--- src/rtl/wb_ram_arbiter.sv ---
// Two-master to one-slave Wishbone classic arbiter, fixed priority A over B, grant locked until slave ack.
// Latency: zero added; an idle bus passes the winning request to X combinationally in the same cycle.
// Backpressure: the losing master sees no ack and zero read data until the owner's transfer completes.
module wb_ram_arbiter #(
    parameter int WIDTH = 32
) (
    input  logic             wb_clk,
    input  logic             wb_rst_n,

    input  logic             a_cyc,
    input  logic             a_we,
    input  logic [3:0]       a_sel,
    input  logic [WIDTH-1:0] a_adr,
    input  logic [31:0]      a_dat,
    output logic             a_ack,
    output logic [31:0]      a_rdt,

    input  logic             b_cyc,
    input  logic             b_we,
    input  logic [3:0]       b_sel,
    input  logic [WIDTH-1:0] b_adr,
    input  logic [31:0]      b_dat,
    output logic             b_ack,
    output logic [31:0]      b_rdt,

    output logic             x_cyc,
    output logic             x_we,
    output logic [3:0]       x_sel,
    output logic [WIDTH-1:0] x_adr,
    output logic [31:0]      x_dat,
    input  logic             x_ack,
    input  logic [31:0]      x_rdt
);

    typedef enum logic [1:0] {
        OWN_IDLE = 2'd0,
        OWN_A    = 2'd1,
        OWN_B    = 2'd2
    } own_t;

    own_t owner;
    own_t owner_nxt;
    own_t grant;

    always_ff @(posedge wb_clk or negedge wb_rst_n) begin
        if (!wb_rst_n) begin
            owner <= OWN_IDLE;
        end else begin
            owner <= owner_nxt;
        end
    end

    // A locked owner keeps the bus; otherwise priority picks among live requests.
    always_comb begin
        grant = OWN_IDLE;
        if (owner != OWN_IDLE) begin
            grant = owner;
        end else if (a_cyc) begin
            grant = OWN_A;
        end else if (b_cyc) begin
            grant = OWN_B;
        end

        owner_nxt = grant;
        if (x_ack) begin
            owner_nxt = OWN_IDLE;
        end else if ((owner == OWN_A && !a_cyc) || (owner == OWN_B && !b_cyc)) begin
            owner_nxt = OWN_IDLE;
        end
    end

    always_comb begin
        x_cyc = 1'b0;
        x_we  = 1'b0;
        x_sel = '0;
        x_adr = '0;
        x_dat = '0;
        a_ack = 1'b0;
        b_ack = 1'b0;
        a_rdt = '0;
        b_rdt = '0;
        case (grant)
            OWN_A: begin
                x_cyc = a_cyc;
                x_we  = a_we;
                x_sel = a_sel;
                x_adr = a_adr;
                x_dat = a_dat;
                a_ack = x_ack;
                if (x_ack) begin
                    a_rdt = x_rdt;
                end
            end
            OWN_B: begin
                x_cyc = b_cyc;
                x_we  = b_we;
                x_sel = b_sel;
                x_adr = b_adr;
                x_dat = b_dat;
                b_ack = x_ack;
                if (x_ack) begin
                    b_rdt = x_rdt;
                end
            end
            default: begin
            end
        endcase
    end

endmodule

--- config.mk ---
export PLATFORM = sky130hd
export DESIGN_NAME = wb_ram_arbiter
export DESIGN_NICKNAME = d
export VERILOG_FILES = /design/src/rtl/wb_ram_arbiter.sv
export SDC_FILE = /design/constraint.sdc
export NUM_CORES = 1
export LEC_CHECK = 0
export ABC_AREA = 1
export CAP_MARGIN = 5
export CORE_AREA = 2 2 120 122
export DETAILED_ROUTE_END_ITERATION = 16
export DIE_AREA = 0 0 122 124
export PLACE_DENSITY = 0.62
export SETUP_SLACK_MARGIN = 0.4
export SYNTH_ARGS = -nofsm -noshare
export SYNTH_HDL_FRONTEND = slang
export SYNTH_SLANG_ARGS = --single-unit
export TNS_END_PERCENT = 10
--- constraint.sdc ---
create_clock -name wb_clk -period 3.55 [get_ports wb_clk]
set_input_delay 0.355 -clock wb_clk [delete_from_list [all_inputs] [get_ports wb_clk]]
set_output_delay 0.355 -clock wb_clk [all_outputs]
set_load 0.01 [all_outputs]
==> results.toml <==
[floorplan]
die_h_um = 124
start_util_pct = 11.4
core_um2 = 13700
die_area_um2 = 15100
rows = 43
ios = 311
die_w_um = 122

[cells_and_area]
area_delta_synth_final_pct = 213
regMostFlops = "owner"
layout-drive-gt1-share_pct = 2.00
finalNetCount = 830
insertedDiodeCount = 0
stdcell_area_um2 = 4910
largest_registers = "owner: 2 flops"
mostFrequentLayoutCells = "clkdlybuf4s50_1 (310), nand2_1 (144), a21oi_1 (72)"
mostFrequentLayoutCell = "clkdlybuf4s50_1"
largest_register_ffs = 2

[global_route]
grt_max_degree = 71
grtUsageMet3_pct = 3.62
grt_antenna_before_repair = 0
overflow = 0
grt_pass1_vias = 3029
gr-usage-met1_pct = 12.5
grt.busiest_layer = "met2"
grt_pass1_wl_mm = 14.7
grt_use_met2_pct = 24.2
grt_usage_pct = 12.4

[routing]
vias = 3238
firstDrtPassIters = 4
drc_errors = 0
ant_nets = 0
avgRoutedWirePerCell_um = 12.9
routed_via_density = 3.90
drt_wl_total_mm = 10.7
drtIter0Drc = 76

[worst_setup_path]
critical-path-top-delay-family = "buffers and inverters"
r2r_start = "owner[1]"
cpPeakStageDelay_ps = 560
required_ps = 3190
critical_path_buf_inv_count = 4
reg2reg_slack_ps = 2600
path_cells = "clkdlybuf4s50_1 > nor2_1 > a21oi_1 > inv_1 > ha_2 > buf_12 > a21oi_1 > clkdlybuf4s50_1"
r2r_cells = 3
start_kind = "input port"
slowest_stage = "clkdlybuf4s50_1"
cp-end-kind = "primary output"
crit_fanout = 70
r2r_end = "owner[0]"
crit_arrival_ps = 2650
critPathKind = "in2out"

[clocking]
tritoncts = "yes"
cts_root_buf = "clkbuf_16"
cts.reportedPaths.clkPinSlew_ps = 30
cts.sinks = 2
clockBufferDepth = 2
worstSkewPairLatency_ps = 230
cts_buffers = 3
htreeDepth = 1
ctsHoldBuffers = 0

[logic_synthesis]
ys_seq_elements = 2
synth_fa_ha_area_share_pct = 2.40
synth_compound_gate_area_share_pct = 23.0
synth_warnings = 0
synth_top_family_by_area = "simple AND/OR/NAND/NOR gates"
syn_area_per_cell_um2 = 4.35
ys_seq_area_share_pct = 3.19
synth_mux_area_share_pct = 0
synth_cell_types = 12
synthSimpleGateAreaFrac_pct = 51.6
syn_nets = 538
netlist_area_um2 = 1570
synthCells = 360
synthXorXnorAreaFrac_pct = 0

[placed_design]
portBuffers = 310
gp_congestion = 0.794
dp_hpwl_mm = 8.89
placed_area_um2 = 4830
place_ws_ps = 491

[sta]
fin_skew_ps = 1.77
setup_ws_ps = 548
rsz0062_at_grt = "no"
finalCriticalPeriod_ps = 3000
max_freq_mhz = 333
fin_crit_sh_pct = 84.6
hold_viol = 0
slew_headroom_pct = 77.6
tns_ps = 0
final_max_slew_viol_count = 0
tightest_slew_ps = 337
setup_violations = 0

[flow_run]
drv_cap = 0

[power_and_ir_drop]
power.density_nw_per_um2 = 218
ir_worst_vdd_mv = 0.194
p_leak_nw = 1.94

[worst_hold_path]
hold_path_class = "in2async"

[outcome]
status = "finished, final reports clean"
-- synth_stat cells --
| master | instances | area [µm²] |
|---|---|---|
| ha_1 | 3 | 37.5 |
| buf_2 | 20 | 100 |
| nand3b_1 | 1 | 7.51 |
| inv_1 | 39 | 146 |
| nand3_1 | 1 | 5.00 |
| buf_4 | 1 | 7.51 |
| clkbuf_1 | 6 | 22.5 |
| buf_6 | 3 | 33.8 |
| a21oi_1 | 72 | 360 |
| dfrtp_1 | 2 | 50.1 |
| nor2_1 | 68 | 255 |
| nand2_1 | 144 | 541 |
-- power by group --
| part | leakage (nW) | internal, mW | switching (mW) | total, mW |
|---|---|---|---|---|
| registers | 0.0264 | 0.0250 | 0.00209 | 0.0271 |
| logic | 1.88 | 0.487 | 0.382 | 0.869 |
| clock network | 0.0370 | 0.144 | 0.0303 | 0.174 |
| total | 1.94 | 0.656 | 0.414 | 1.07 |
-- cells by family (layout without fill, tap and decap cells) --
kind of cell,count (synthesis),count (layout)
compound gates,72,72
fa+ha+maj,3,3
buf+inv,69,359
flops,2,2
simple gates,214,214
-- layout make-up --
cell class | instances | area [µm²]
sequential | 2 | 50.0
inverter | 39 | 146
multi-input combinational | 289 | 1210
fill | 1492 | 8810
tap | 180 | 225
clock buffer | 3 | 75.1
timing repair buffer | 317 | 3200
-- worst max path at each step --
stage	endpoint	cells past startpoint	startpoint
finish	x_adr[11]	8	a_cyc
global route	x_dat[19]	7	a_cyc
CTS	x_dat[17]	7	a_cyc
detailed placement	x_dat[17]	7	a_cyc
global placement	x_dat[17]	7	a_cyc
floorplan	x_adr[0]	7	owner[0]
-- per-layer routing --
layer | share of wire (%) | vias to the layer above | routed length, µm
met4 | 1.7 | 0 | 187
met2 | 50 | 188 | 5400
met3 | 11 | 11 | 1200
met1 | 37 | 1372 | 3930
li1 | - | 1667 | -
met5 | 0 | - | 0
-- stage by stage --
step | hold slack [ps] | utilization, % | instances | power [mW]
final | 308 | 35.8 | 830 | 1.07
after global routing | 312 | 35.8 | 830 | 1.14
after CTS | 311 | 35.7 | 830 | 1.08
after detailed placement | 547 | 35.2 | 827 | 0.902
after global placement | 538 | 35.2 | 827 | 0.904
after floorplan | 59.4 | - | 360 | 0.361
-- timing repair --
| action | in CTS | in global routing |
|---|---|---|
| endpoints found under the hold margin | 0 | 0 |
| gates resized for setup | 0 | 1 |
| endpoints found under the setup margin | 0 | 36 |
| buffers inserted | 0 | 0 |
Power figures use the tool's default switching activity.
